File: src/rtl/hazard_controller_if.sv
// Pipeline-side view of the hazard controller: register ids and write flags in, stall/flush/forward controls out.
// Combinational path only; no handshake, the pipeline obeys stall_* every cycle.
interface hazard_controller_if;
    logic [4:0] Rs_decode;
    logic [4:0] Rt_decode;
    logic [4:0] Rs_execute;
    logic [4:0] Rt_execute;
    logic [4:0] write_register_execute;
    logic [4:0] write_register_memory;
    logic [4:0] write_register_writeback;
    logic       register_write_execute;
    logic       register_write_memory;
    logic       register_write_writeback;
    logic       memory_to_register_execute;
    logic       memory_to_register_memory;
    logic       branch_decode;
    logic       hi_lo_read_decode;
    logic       muldiv_decode;
    logic       muldiv_start_execute;
    logic       muldiv_is_div_execute;
    logic       stall_fetch;
    logic       stall_decode;
    logic       flush_execute;
    logic [1:0] forward_A_execute;
    logic [1:0] forward_B_execute;
    logic       forward_A_decode;
    logic       forward_B_decode;
    logic       muldiv_busy;
    logic       hi_lo_write_enable;

    modport master (
        output Rs_decode, Rt_decode, Rs_execute, Rt_execute,
        output write_register_execute, write_register_memory, write_register_writeback,
        output register_write_execute, register_write_memory, register_write_writeback,
        output memory_to_register_execute, memory_to_register_memory,
        output branch_decode, hi_lo_read_decode, muldiv_decode,
        output muldiv_start_execute, muldiv_is_div_execute,
        input  stall_fetch, stall_decode, flush_execute,
        input  forward_A_execute, forward_B_execute, forward_A_decode, forward_B_decode,
        input  muldiv_busy, hi_lo_write_enable
    );

    modport slave (
        input  Rs_decode, Rt_decode, Rs_execute, Rt_execute,
        input  write_register_execute, write_register_memory, write_register_writeback,
        input  register_write_execute, register_write_memory, register_write_writeback,
        input  memory_to_register_execute, memory_to_register_memory,
        input  branch_decode, hi_lo_read_decode, muldiv_decode,
        input  muldiv_start_execute, muldiv_is_div_execute,
        output stall_fetch, stall_decode, flush_execute,
        output forward_A_execute, forward_B_execute, forward_A_decode, forward_B_decode,
        output muldiv_busy, hi_lo_write_enable
    );
endinterface

File: src/rtl/hazard_controller.sv
// Hazard/forwarding unit for the 5-stage MIPS pipeline plus HI/LO mul/div occupancy sequencer.
// Forwarding and stalls are combinational; the sequencer writes HI/LO LATENCY cycles after issue.
module hazard_controller #(
    parameter int MULT_LATENCY = 4,
    parameter int DIV_LATENCY  = 32,
    parameter int COUNT_WIDTH  = 6
) (
    input  logic                clk,
    input  logic                clear,
    hazard_controller_if.slave  hz
);

    typedef enum logic {IDLE, BUSY} state_t;

    localparam logic [COUNT_WIDTH-1:0] MULT_LOAD = COUNT_WIDTH'(MULT_LATENCY - 1);
    localparam logic [COUNT_WIDTH-1:0] DIV_LOAD  = COUNT_WIDTH'(DIV_LATENCY - 1);
    localparam logic [COUNT_WIDTH-1:0] COUNT_ONE = COUNT_WIDTH'(1);

    state_t                 state, state_next;
    logic [COUNT_WIDTH-1:0] count, count_next;
    logic                   write_pulse;

    logic [1:0] fwd_a_ex, fwd_b_ex;
    logic       ex_writes, mem_writes, wb_writes, mem_loads, ex_loads;
    logic       load_use_stall, branch_stall, muldiv_stall, stall;

    // $0 is hardwired to zero, so a write to it never creates a dependency.
    assign ex_writes  = hz.register_write_execute     && (hz.write_register_execute   != 5'd0);
    assign mem_writes = hz.register_write_memory      && (hz.write_register_memory    != 5'd0);
    assign wb_writes  = hz.register_write_writeback   && (hz.write_register_writeback != 5'd0);
    assign ex_loads   = hz.memory_to_register_execute && (hz.write_register_execute   != 5'd0);
    assign mem_loads  = hz.memory_to_register_memory  && (hz.write_register_memory    != 5'd0);

    always_comb begin
        fwd_a_ex = 2'b00;
        if (mem_writes && (hz.write_register_memory == hz.Rs_execute))
            fwd_a_ex = 2'b10;
        else if (wb_writes && (hz.write_register_writeback == hz.Rs_execute))
            fwd_a_ex = 2'b01;
    end

    always_comb begin
        fwd_b_ex = 2'b00;
        if (mem_writes && (hz.write_register_memory == hz.Rt_execute))
            fwd_b_ex = 2'b10;
        else if (wb_writes && (hz.write_register_writeback == hz.Rt_execute))
            fwd_b_ex = 2'b01;
    end

    assign hz.forward_A_execute = fwd_a_ex;
    assign hz.forward_B_execute = fwd_b_ex;
    assign hz.forward_A_decode  = mem_writes && (hz.write_register_memory == hz.Rs_decode);
    assign hz.forward_B_decode  = mem_writes && (hz.write_register_memory == hz.Rt_decode);

    assign load_use_stall = ex_loads &&
        ((hz.write_register_execute == hz.Rs_decode) || (hz.write_register_execute == hz.Rt_decode));

    // The branch comparator sits in decode, so an ALU result still in execute or a load
    // still in memory cannot be forwarded in time.
    assign branch_stall = hz.branch_decode && (
        (ex_writes && ((hz.write_register_execute == hz.Rs_decode) ||
                       (hz.write_register_execute == hz.Rt_decode))) ||
        (mem_loads && ((hz.write_register_memory == hz.Rs_decode) ||
                       (hz.write_register_memory == hz.Rt_decode))));

    assign muldiv_stall = !clear && (hz.hi_lo_read_decode || hz.muldiv_decode) &&
                          ((state == BUSY) || hz.muldiv_start_execute);

    assign stall            = load_use_stall || branch_stall || muldiv_stall;
    assign hz.stall_fetch   = stall;
    assign hz.stall_decode  = stall;
    assign hz.flush_execute = stall;

    always_ff @(posedge clk or posedge clear) begin
        if (clear) begin
            state <= IDLE;
            count <= '0;
        end else begin
            state <= state_next;
            count <= count_next;
        end
    end

    // A start seen while BUSY is dropped: decode already holds any second mul/div back.
    always_comb begin
        state_next  = state;
        count_next  = count;
        write_pulse = 1'b0;
        case (state)
            IDLE: begin
                if (hz.muldiv_start_execute) begin
                    count_next = hz.muldiv_is_div_execute ? DIV_LOAD : MULT_LOAD;
                    state_next = BUSY;
                end
            end
            BUSY: begin
                if (count == '0) begin
                    write_pulse = 1'b1;
                    state_next  = IDLE;
                end else begin
                    count_next = count - COUNT_ONE;
                end
            end
            default: state_next = IDLE;
        endcase
    end

    assign hz.muldiv_busy        = (state == BUSY);
    assign hz.hi_lo_write_enable = write_pulse;

endmodule

File: src/flat_wrapper.sv
// flat-port wrapper written by rule: the top's interface ports become plain ports
module hazard_controller_flat 
#(
    parameter int MULT_LATENCY = 4,
    parameter int DIV_LATENCY  = 32,
    parameter int COUNT_WIDTH  = 6
)
  (clk, clear, hz_Rs_decode, hz_Rt_decode, hz_Rs_execute, hz_Rt_execute, hz_write_register_execute, hz_write_register_memory, hz_write_register_writeback, hz_register_write_execute, hz_register_write_memory, hz_register_write_writeback, hz_memory_to_register_execute, hz_memory_to_register_memory, hz_branch_decode, hz_hi_lo_read_decode, hz_muldiv_decode, hz_muldiv_start_execute, hz_muldiv_is_div_execute, hz_stall_fetch, hz_stall_decode, hz_flush_execute, hz_forward_A_execute, hz_forward_B_execute, hz_forward_A_decode, hz_forward_B_decode, hz_muldiv_busy, hz_hi_lo_write_enable);
  hazard_controller_if hz_i ();
  input  logic clk;
  input  logic clear;
  input wire logic [$bits(hz_i.Rs_decode)-1:0] hz_Rs_decode;
  input wire logic [$bits(hz_i.Rt_decode)-1:0] hz_Rt_decode;
  input wire logic [$bits(hz_i.Rs_execute)-1:0] hz_Rs_execute;
  input wire logic [$bits(hz_i.Rt_execute)-1:0] hz_Rt_execute;
  input wire logic [$bits(hz_i.write_register_execute)-1:0] hz_write_register_execute;
  input wire logic [$bits(hz_i.write_register_memory)-1:0] hz_write_register_memory;
  input wire logic [$bits(hz_i.write_register_writeback)-1:0] hz_write_register_writeback;
  input wire logic [$bits(hz_i.register_write_execute)-1:0] hz_register_write_execute;
  input wire logic [$bits(hz_i.register_write_memory)-1:0] hz_register_write_memory;
  input wire logic [$bits(hz_i.register_write_writeback)-1:0] hz_register_write_writeback;
  input wire logic [$bits(hz_i.memory_to_register_execute)-1:0] hz_memory_to_register_execute;
  input wire logic [$bits(hz_i.memory_to_register_memory)-1:0] hz_memory_to_register_memory;
  input wire logic [$bits(hz_i.branch_decode)-1:0] hz_branch_decode;
  input wire logic [$bits(hz_i.hi_lo_read_decode)-1:0] hz_hi_lo_read_decode;
  input wire logic [$bits(hz_i.muldiv_decode)-1:0] hz_muldiv_decode;
  input wire logic [$bits(hz_i.muldiv_start_execute)-1:0] hz_muldiv_start_execute;
  input wire logic [$bits(hz_i.muldiv_is_div_execute)-1:0] hz_muldiv_is_div_execute;
  output wire logic [$bits(hz_i.stall_fetch)-1:0] hz_stall_fetch;
  output wire logic [$bits(hz_i.stall_decode)-1:0] hz_stall_decode;
  output wire logic [$bits(hz_i.flush_execute)-1:0] hz_flush_execute;
  output wire logic [$bits(hz_i.forward_A_execute)-1:0] hz_forward_A_execute;
  output wire logic [$bits(hz_i.forward_B_execute)-1:0] hz_forward_B_execute;
  output wire logic [$bits(hz_i.forward_A_decode)-1:0] hz_forward_A_decode;
  output wire logic [$bits(hz_i.forward_B_decode)-1:0] hz_forward_B_decode;
  output wire logic [$bits(hz_i.muldiv_busy)-1:0] hz_muldiv_busy;
  output wire logic [$bits(hz_i.hi_lo_write_enable)-1:0] hz_hi_lo_write_enable;
  assign hz_i.Rs_decode = hz_Rs_decode;
  assign hz_i.Rt_decode = hz_Rt_decode;
  assign hz_i.Rs_execute = hz_Rs_execute;
  assign hz_i.Rt_execute = hz_Rt_execute;
  assign hz_i.write_register_execute = hz_write_register_execute;
  assign hz_i.write_register_memory = hz_write_register_memory;
  assign hz_i.write_register_writeback = hz_write_register_writeback;
  assign hz_i.register_write_execute = hz_register_write_execute;
  assign hz_i.register_write_memory = hz_register_write_memory;
  assign hz_i.register_write_writeback = hz_register_write_writeback;
  assign hz_i.memory_to_register_execute = hz_memory_to_register_execute;
  assign hz_i.memory_to_register_memory = hz_memory_to_register_memory;
  assign hz_i.branch_decode = hz_branch_decode;
  assign hz_i.hi_lo_read_decode = hz_hi_lo_read_decode;
  assign hz_i.muldiv_decode = hz_muldiv_decode;
  assign hz_i.muldiv_start_execute = hz_muldiv_start_execute;
  assign hz_i.muldiv_is_div_execute = hz_muldiv_is_div_execute;
  assign hz_stall_fetch = hz_i.stall_fetch;
  assign hz_stall_decode = hz_i.stall_decode;
  assign hz_flush_execute = hz_i.flush_execute;
  assign hz_forward_A_execute = hz_i.forward_A_execute;
  assign hz_forward_B_execute = hz_i.forward_B_execute;
  assign hz_forward_A_decode = hz_i.forward_A_decode;
  assign hz_forward_B_decode = hz_i.forward_B_decode;
  assign hz_muldiv_busy = hz_i.muldiv_busy;
  assign hz_hi_lo_write_enable = hz_i.hi_lo_write_enable;
  hazard_controller #(.MULT_LATENCY(MULT_LATENCY), .DIV_LATENCY(DIV_LATENCY), .COUNT_WIDTH(COUNT_WIDTH)) u_core (.clk(clk), .clear(clear), .hz(hz_i));
endmodule
File: config.mk
export PLATFORM = sky130hd
export DESIGN_NAME = hazard_controller_flat
export DESIGN_NICKNAME = d
export VERILOG_FILES = /design/src/rtl/hazard_controller_if.sv /design/src/rtl/hazard_controller.sv /design/src/flat_wrapper.sv
export SDC_FILE = /design/constraint.sdc
export NUM_CORES = 1
export LEC_CHECK = 0
export ABC_AREA = 1
export BUFFER_PORTS_ARGS = -buffer_cell sky130_fd_sc_hd__buf_2
export CAP_MARGIN = 20
export CORE_MARGIN = 1
export CORE_UTILIZATION = 33
export CTS_CLUSTER_DIAMETER = 40
export CTS_CLUSTER_SIZE = 40
export DETAILED_ROUTE_END_ITERATION = 8
export HOLD_SLACK_MARGIN = 0.15
export PLACE_DENSITY = 0.58
export SYNTH_ARGS = -nofsm -noshare
export SYNTH_HDL_FRONTEND = slang
export SYNTH_SLANG_ARGS = --single-unit
File: constraint.sdc
create_clock -name clk -period 2 [get_ports clk]
set_input_delay 0.3 -clock clk [delete_from_list [all_inputs] [get_ports clk]]
set_output_delay 0.3 -clock clk [all_outputs]
set_load 0.02 [all_outputs]
==> Yosys cells after proc, flatten, opt, wreduce, memory -nomap -nowiden <==
Cells that the tools add are included.
{ "totals": {"memories": 0, "latchBits": 0, "wordCells": 57, "rom_bits": 0, "input_bits": 47, "reg_bits": 7, "ram_bits": 0} }
{ "classes": {"eq_ne": 10, "n_div": 0, "bitwise_logic": 1, "n_reduce_logical": 30, "add_sub_neg": 1, "order_cmp": 0, "mul": 0, "shift": 0, "mux": 13} }
{ "ops": {"columns": ["op", "count"], "rows": [
  ["== test 5 bit", 8],
  ["logical AND 1 bit", 17],
  ["nonzero test 5 bit", 3],
  ["two-way mux 6 bit", 2],
  ["case mux 6 bit (2 select lines)", 1],
  ["logical OR 1 bit", 7],
  ["logical NOT 6 bit", 1],
  ["two-way mux 1 bit", 6],
  ["subtractor 6 x 1 -> 6 bit (second input constant)", 1],
  ["two-way mux 5 bit", 1],
  ["two-way mux 2 bit", 2],
  ["inequality test 2 bit (second input constant)", 2],
  ["case mux 1 bit (2 select lines)", 1],
  ["AND reduction 2 bit", 1],
  ["logical NOT 1 bit", 1],
  ["NOT 1 bit", 1]
]} }

==> Depth between registers and ports, before layout <==
Gate-level depths: netlist of the first run.
{ "depth": {"word_depth": 7, "depth_mapped": 10, "depth_no_buf": 10} }

==> Worst setup path before layout of the first run <==
No wires, ideal clock.
{ "synth_timing": {"kind": "register to output", "start": "register u_core.state, in the netlist u_core.hz.muldiv_busy", "end": "output port hz_stall_decode", "required_ps": 1700, "arrival_time_ps": 1326, "path_stages_with_launch": 6, "path_slack_ps": 374, "path_cell_list": "dfrtp_1 nor2_1 nor2_1 o21ai_0 nand3_1 buf_4"} }
{ "synth_via": {"elab_chain_len": 3} }
{ "synth_rtl": {"columns": ["item", "line_no", "rtl"], "rows": [
  ["start, declared", "hazard_controller.sv:19", "state_t state, state_next;"],
  ["start signal, assigned", "hazard_controller.sv:79", "state <= state_next;"],
  ["logical OR 1 bit", "hazard_controller.sv:67", "((state == BUSY) || hz.muldiv_start_execute);"],
  ["logical AND 1 bit", "hazard_controller.sv:66", "assign muldiv_stall = !clear && (hz.hi_lo_read_decode || hz.muldiv_decode) &&"],
  ["logical OR 1 bit", "hazard_controller.sv:69", "assign stall = load_use_stall || branch_stall || muldiv_stall;"],
  ["end, declared", "flat_wrapper.sv:30", "output wire logic [$bits(hz_i.stall_decode)-1:0] hz_stall_decode;"]
]} }
Every way passes these cells.

==> Worst setup path after layout of the first run <==
{ "layout_timing": {"start": "register u_core.count[0]", "end": "output port hz_hi_lo_write_enable"} }
{ "layout_via": {"elab_chain_len": 3} }
{ "layout_rtl": {"columns": ["item", "line_no", "rtl"], "rows": [
  ["start, declared", "hazard_controller.sv:20", "logic [COUNT_WIDTH-1:0] count, count_next;"],
  ["start signal, assigned", "hazard_controller.sv:80", "count <= count_next;"],
  ["logical NOT 6 bit", "hazard_controller.sv:97", "if (count == '0) begin"],
  ["two-way mux 1 bit", "hazard_controller.sv:97", null],
  ["two-way mux 1 bit", "hazard_controller.sv:89", "case (state)"],
  ["end, declared", "flat_wrapper.sv:37", "output wire logic [$bits(hz_i.hi_lo_write_enable)-1:0] hz_hi_lo_write_enable;"]
]} }
Every way passes these cells.

==> summary.txt, run 1 <==
Clock network
  – Clock H-tree levels: 1
  – Root buffer cell: sky130_fd_sc_hd__clkbuf_4
  – CTS tree: done
  – Number of buffers created by CTS: 3
  – CTS sink count: 7
  – Post-cts gate resize count: 0
  – Clock Pin Slew Worst Setup and Hold Paths: 50 ps
  – Clock latency of the later-clocked register in the worst-skew pair: 250 ps
  – Maximum buffer depth of the clock tree: 2
  – Setup repair bufs after CTS: 0
  – Number of hold buffers added after CTS: 1

Layout
  – Antenna fix cells: 0
  – Fillers: 381
  – Area growth from synthesis to layout: 30.1%
  – Most frequent standard cell in the layout excluding fill and tap cells: sky130_fd_sc_hd__nand2_1
  – Highest-count cells in the layout ignoring fill and taps: 62 x sky130_fd_sc_hd__nand2_1, 57 x sky130_fd_sc_hd__buf_2, 27 x sky130_fd_sc_hd__nor2_1, 19 x sky130_fd_sc_hd__inv_1, 17 x sky130_fd_sc_hd__xnor2_1
  – Fraction of layout cells with a size suffix above 1: 34.0%
  – Nets: 299

Power
  – Maximum resistive drop on vdd: 0.599 mV
  – Reported leakage power: 0.872 nW
  – Power Dens Cells: 774 nW/um^2
  – Total design power: 1.16 mW

Die
  – Core Region: 3340 sq um
  – Area of the die: 3720 sq um
  – Overall die height: 61.0 um
  – Effective utilization at floorplan: 34.4%
  – Number of rows created at floorplan: 21
  – Die width: 61.0 um
  – Total I/O pin count: 58

Worst setup path
  – Signal arrival time at the worst endpoint: 1540 ps
  – Crit. End Element: output port
  – WP data required: 1700 ps
  – Reg2Reg Launch Point: u_core.count[0]
  – Worst setup path startpoint: u_core.count[0]
  – Startpoint-to-endpoint class of the critical path: reg -> out
  – Startpoint type of the worst setup path: flop
  – Reg2reg setup slack: 360 ps
  – Worst Path Max Fanout: 5

Logic synthesis
  – Sequential element share of the synthesized area: 15.3%
  – Number of synthesized register bits: 7
  – Synth Net Count: 241
  – Yosys synthesis warning count: 0
  – Post-Syn Area: 1150 sq um
  – Netlist cell types: 25
  – Number of instances in the synthesized netlist: 193
  – Per-instance average area after synthesis: 5.94 sq um

STA
  – Worst setup skew after layout: 6.41 ps
  – Number of setup violations in the final report: 0
  – Actual slew at the worst max-slew pin: 402 ps
  – RSZ-0062 raised after global routing: false
  – WHS: 311 ps
  – Relative slew margins: 73.2%
  – Setup Total Neg Slack: 0 ps
  – Final WS setup: 163 ps
  – Pins over their slew limit: 0
  – Max Freq: 544 MHz
  – Final critical-path share of the clock period: 91.9%
  – Time the final worst path needs with I/O delays and setup: 1840 ps
  – Hold Fails Final Rpt: 0

Route
  – Via density: 4.31
  – Drc violations: 0
  – Total wire length after detailed routing: 2820 um
  – Wire length per cell after detailed routing: 9.54 um
  – Number of iterations in the first detailed-routing pass: 4
  – Vias after detailed routing: 1276
  – DRC violation total after the first TritonRoute iteration: 51
  – Antenna-violating nets left: 0

Run
  – Max Cap Violations: 0

Global routing
  – Global route overflow: 0
  – Vias in the first global route: 1042
  – Global-route wire length before repair: 4440 um
  – Pin count of the biggest net entering global routing: 9
  – GRT Resource Usage Total: 15.8%
  – Number of antenna violations at the first check in global routing: 0

Placement
  – DP Wirelength: 2470 um
  – Count of input and output buffers: 57
  – Routability congestion estimate: 0.844
  – Minimum setup slack after placement: 390 ps

Min path
  – Hold_sp: hz_muldiv_start_execute
  – Class of the most critical hold timing path: in -> reg

Run status
  – Result of the run: finished clean
[state kept, by name (all words and copies together), names as in the netlist]
register	cells
u_core.count	6
u_core.hz.muldiv_busy	1
[where the power goes]
group,internal (mW),switching [mW]
Combinational,0.310,0.434
Sequential,0.216,0.0666
Clock,0.0762,0.0533
Total,0.602,0.554
[synthesized netlist by cell type]
master,count,area (sq um)
sky130_fd_sc_hd__o21bai_1,1,7.51
sky130_fd_sc_hd__buf_6,1,11.3
sky130_fd_sc_hd__a21oi_1,1,5.00
sky130_fd_sc_hd__buf_2,3,15.0
sky130_fd_sc_hd__o21ai_2,5,43.8
sky130_fd_sc_hd__nand4_2,1,12.5
sky130_fd_sc_hd__nor2_2,1,6.26
sky130_fd_sc_hd__or2_4,1,8.76
sky130_fd_sc_hd__nand4_1,4,25.0
sky130_fd_sc_hd__nor3_1,2,10.0
sky130_fd_sc_hd__inv_2,9,33.8
sky130_fd_sc_hd__xnor2_1,17,149
sky130_fd_sc_hd__nor2_1,27,101
sky130_fd_sc_hd__dfrtp_1,7,175
sky130_fd_sc_hd__nor3_2,2,20.0
sky130_fd_sc_hd__buf_4,2,15.0
sky130_fd_sc_hd__a31o_2,1,8.76
sky130_fd_sc_hd__xor2_1,10,87.6
sky130_fd_sc_hd__nor3_4,1,16.3
sky130_fd_sc_hd__ha_1,1,12.5
sky130_fd_sc_hd__o21ai_0,4,20.0
sky130_fd_sc_hd__nand2_2,3,18.8
sky130_fd_sc_hd__nand3_1,8,40.0
sky130_fd_sc_hd__inv_1,19,71.3
sky130_fd_sc_hd__nand2_1,62,233
[through the flow]
step / instance area (sq um) / std cells / utilization [%]
6_report: 1490 / 296 / 44.7
4_1_cts: 1490 / 296 / 44.7
3_3_place_gp: 1460 / 291 / 43.6
3_5_place_dp: 1460 / 291 / 43.6
5_1_grt: 1490 / 296 / 44.7
2_1_floorplan: 1150 / 193 / -
[cells by family (layout without fill, tap and decap cells)]
family                     count (synthesis)  in the layout  share of synthesized area [%]
and+or+nand+nor                          112            112                           42.9
buffers and inverters                     34             91                           12.8
xor gates and xnor gates                  27             27                           20.6
AOI/OAI and AO/OA                         12             12                           7.42
DFF                                        7              7                           15.3
adders and majority gates                  1              1                           1.09
[worst paths after layout]
kind | end | cells past startpoint
worst max-delay path | hz_hi_lo_write_enable | 7
worst max register to register | u_core.count[3] | 10
worst min register to register | u_core.count[5] | 2
max in group asynchronous | u_core.count[3] | 3
min in group asynchronous | u_core.count[5] | 3
worst min-delay path | u_core.count[5] | 4
[area by class of cell]
cell class | instances | area, sq um | share of cell area [%]
Multi-Input combinational cell | 152 | 826 | 55.3
Timing Repair Buffer | 59 | 303 | 20.3
Sequential cell | 7 | 175 | 11.7
Inverter | 28 | 105 | 7.04
Tap cell | 46 | 57.6 | 3.86
Clock buffer | 4 | 26.3 | 1.76
[critical path, cell delays in order (launching register included)]
cell and delay, ps:
sky130_fd_sc_hd__dfrtp_1 390, sky130_fd_sc_hd__inv_2 100, sky130_fd_sc_hd__ha_1 170, sky130_fd_sc_hd__inv_1 40, sky130_fd_sc_hd__nor2_1 110, sky130_fd_sc_hd__nand2_1 130, sky130_fd_sc_hd__nor3_4 160, sky130_fd_sc_hd__buf_2 190
[routing by layer]
metal,GRT usage (%),share of wire [%],up-vias
met5,0,0,-
met4,1.95,0.39,0
met3,1.92,5.9,3
met2,24.2,42,37
met1,24.2,52,532
li1,-,-,704
Note: power is estimated with default switching activity, not from simulation.
==> run 2: changes to the inputs <==
--- a/config.mk
+++ b/config.mk
@@ -15,6 +15,8 @@
 export DETAILED_ROUTE_END_ITERATION = 8
 export HOLD_SLACK_MARGIN = 0.15
 export PLACE_DENSITY = 0.58
+export RECOVER_POWER = 100
+export SETUP_SLACK_MARGIN = 0.05
 export SYNTH_ARGS = -nofsm -noshare
 export SYNTH_HDL_FRONTEND = slang
 export SYNTH_SLANG_ARGS = --single-unit
==> constraint.sdc (replaced) <==
create_clock -name clk -period 1.7 [get_ports clk]
set_input_delay 0.255 -clock clk [delete_from_list [all_inputs] [get_ports clk]]
set_output_delay 0.255 -clock clk [all_outputs]
set_load 0.02 [all_outputs]
==> run 2 against run 1 <==
Sequential power up 14%. Count of clock-buffer cells in the layout did not move. Non-clock buffer count increased by 7. Via count is 2.8% higher. Setup slack lost 83 ps. Routed wire length grew 6.6%. Sequential share of layout area shrank 0.51 points. Sequential cell count unchanged. Largest power group unchanged.
==> summary.txt, run 2 (synthesis gave the netlist of run 1 again) <==
Run status
  – Result of the run: finished clean

Power
  – Clock Power Share: 10.1%
  – Proportion of total power due to net switching: 47.0%
  – Net Switching: 0.723 mW
  – Cell-internal power: 0.816 mW
  – Power Dens Cells: 986 nW/um^2
  – Maximum resistive drop on vdd: 0.612 mV
  – Sequential power share: 21.0%
  – Reported leakage power: 0.886 nW
  – Combinational power share: 69.0%

STA
  – Time the final worst path needs with I/O delays and setup: 1620 ps
  – Relative slew margins: 81.4%
  – Max Freq: 617 MHz
  – Setup Total Neg Slack: 0 ps
  – Hold Fails Final Rpt: 0
  – Worst setup skew after layout: 4.15 ps
  – Actual slew at the worst max-slew pin: 279 ps
  – Number of setup violations in the final report: 0
  – Pins over their slew limit: 0
  – Final critical-path share of the clock period: 95.3%
  – RSZ-0062 raised after global routing: true
  – Final WS setup: 80.3 ps

Placement
  – DP Wirelength: 2530 um
  – Area post-placement: 1470 sq um
  – Routability congestion estimate: 0.868
  – Minimum setup slack after placement: 144 ps
  – Count of input and output buffers: 57
  – Placed Cells: 293

Clock network
  – Clock H-tree levels: 1
  – Maximum buffer depth of the clock tree: 2
  – Number of buffers created by CTS: 3
  – CTS tree: done
  – Root buffer cell: sky130_fd_sc_hd__clkbuf_4
  – Clock Pin Slew Worst Setup and Hold Paths: 50 ps
  – CTS sink count: 7
  – Clock latency of the later-clocked register in the worst-skew pair: 260 ps

Layout
  – Highest-count cells in the layout ignoring fill and taps: 61 x sky130_fd_sc_hd__nand2_1, 47 x sky130_fd_sc_hd__buf_2, 25 x sky130_fd_sc_hd__nor2_1, 17 x sky130_fd_sc_hd__inv_1, 17 x sky130_fd_sc_hd__xnor2_1
  – Most frequent standard cell in the layout excluding fill and tap cells: sky130_fd_sc_hd__nand2_1
  – Max reg flops: 6
  – Final non-filler cell total: 303
  – Area growth from synthesis to layout: 36.0%
  – Nets: 306
  – Fraction of layout cells with a size suffix above 1: 35.4%
  – Final Cell Area: 1560 sq um
  – Antenna fix cells: 0
  – Final core utilization: 46.8%
  – Most flop-heavy register: u_core.count

Worst setup path
  – Worst Path Max Fanout: 3
  – Startpoint-to-endpoint class of the critical path: reg -> out
  – Signal arrival time at the worst endpoint: 1360 ps
  – Crit. End Element: output port
  – WP data required: 1440 ps
  – Startpoint type of the worst setup path: flop

Route
  – Total wire length after detailed routing: 3010 um
  – Vias after detailed routing: 1312
  – Antenna-violating nets left: 0
  – Number of iterations in the first detailed-routing pass: 4
  – DRC violation total after the first TritonRoute iteration: 48
  – Via density: 4.33
  – Wire length per cell after detailed routing: 9.93 um
  – Drc violations: 0

Global routing
  – Global-route wire length before repair: 4420 um
  – Pin count of the biggest net entering global routing: 8
  – Number of antenna violations at the first check in global routing: 0
  – Global route overflow: 0
  – Vias in the first global route: 1054
  – GRT Resource Usage Total: 15.9%

Die
  – Die width: 61.0 um
  – Core Region: 3340 sq um
  – Effective utilization at floorplan: 34.4%
  – Total I/O pin count: 58
  – Number of rows created at floorplan: 21
  – Area of the die: 3720 sq um
  – Overall die height: 61.0 um

Min path
  – Class of the most critical hold timing path: in -> reg

Run
  – Max Cap Violations: 0
-- run 2: repair_timing --
item / in CTS / in global routing
setup endpoints to repair: 1 / 8
endpoints found under the hold margin: 7 / 0
gates resized for setup: 9 / 3
setup buffers: 2 / 3
pin swaps: 4 / 6
hold buffers: 1 / 0
-- run 2: per-stage QoR --
step | power, mW | hold slack (ps)
global placement | 1.25 | 218
CTS | 1.50 | 289
global route | 1.69 | 303
detailed placement | 1.25 | 216
floorplan | 1.02 | 58.4
finish | 1.54 | 276
-- run 2: power by group through the flow --
stage | clock network (mW) | logic (mW) | registers, mW
after CTS | 0.157 | 1.02 | 0.322
after detailed placement | 0 | 0.936 | 0.316
after global routing | 0.169 | 1.19 | 0.331
after global placement | 0 | 0.931 | 0.317
final | 0.155 | 1.06 | 0.323
after floorplan | 0 | 0.690 | 0.327
-- run 2: final cells by class --
class,instances,area [sq um]
clock buffers,4,26.3
fillers,363,1780
inverters,28,105
multi-input cells,152,841
flip-flops and latches,7,175
well taps,46,57.6
repair buffers,66,355
-- run 2: path summary, 6_finish.rpt --
path                                         start               endpoint  cells after the start  slack (ps)
max reg2reg                        u_core.count[0]        u_core.count[1]                     11         110
min in group asynchronous                    clear        u_core.count[3]                      3         490
max                                u_core.count[0]  hz_hi_lo_write_enable                      7          80
max in group asynchronous                    clear        u_core.count[1]                      3         980
min                        hz_muldiv_start_execute        u_core.count[5]                      4         280
min reg2reg                        u_core.count[5]        u_core.count[5]                      2         530
-- run 2: layer usage --
metal	global-route usage (%)	vias to the layer above	routed length, um
met3	2.99	0	215
met2	23.9	48	1230
met1	24.0	550	1570
met5	0	-	0
li1	-	714	-
met4	1.95	0	0
-- run 2: critical path, cell delays in order, from the launching register on --
cell                      delay, ps
sky130_fd_sc_hd__dfrtp_1        380
sky130_fd_sc_hd__inv_2          100
sky130_fd_sc_hd__ha_4           140
sky130_fd_sc_hd__inv_2           40
sky130_fd_sc_hd__nor2_4          80
sky130_fd_sc_hd__nand2_2         80
sky130_fd_sc_hd__nor3_4         140
sky130_fd_sc_hd__buf_6          140
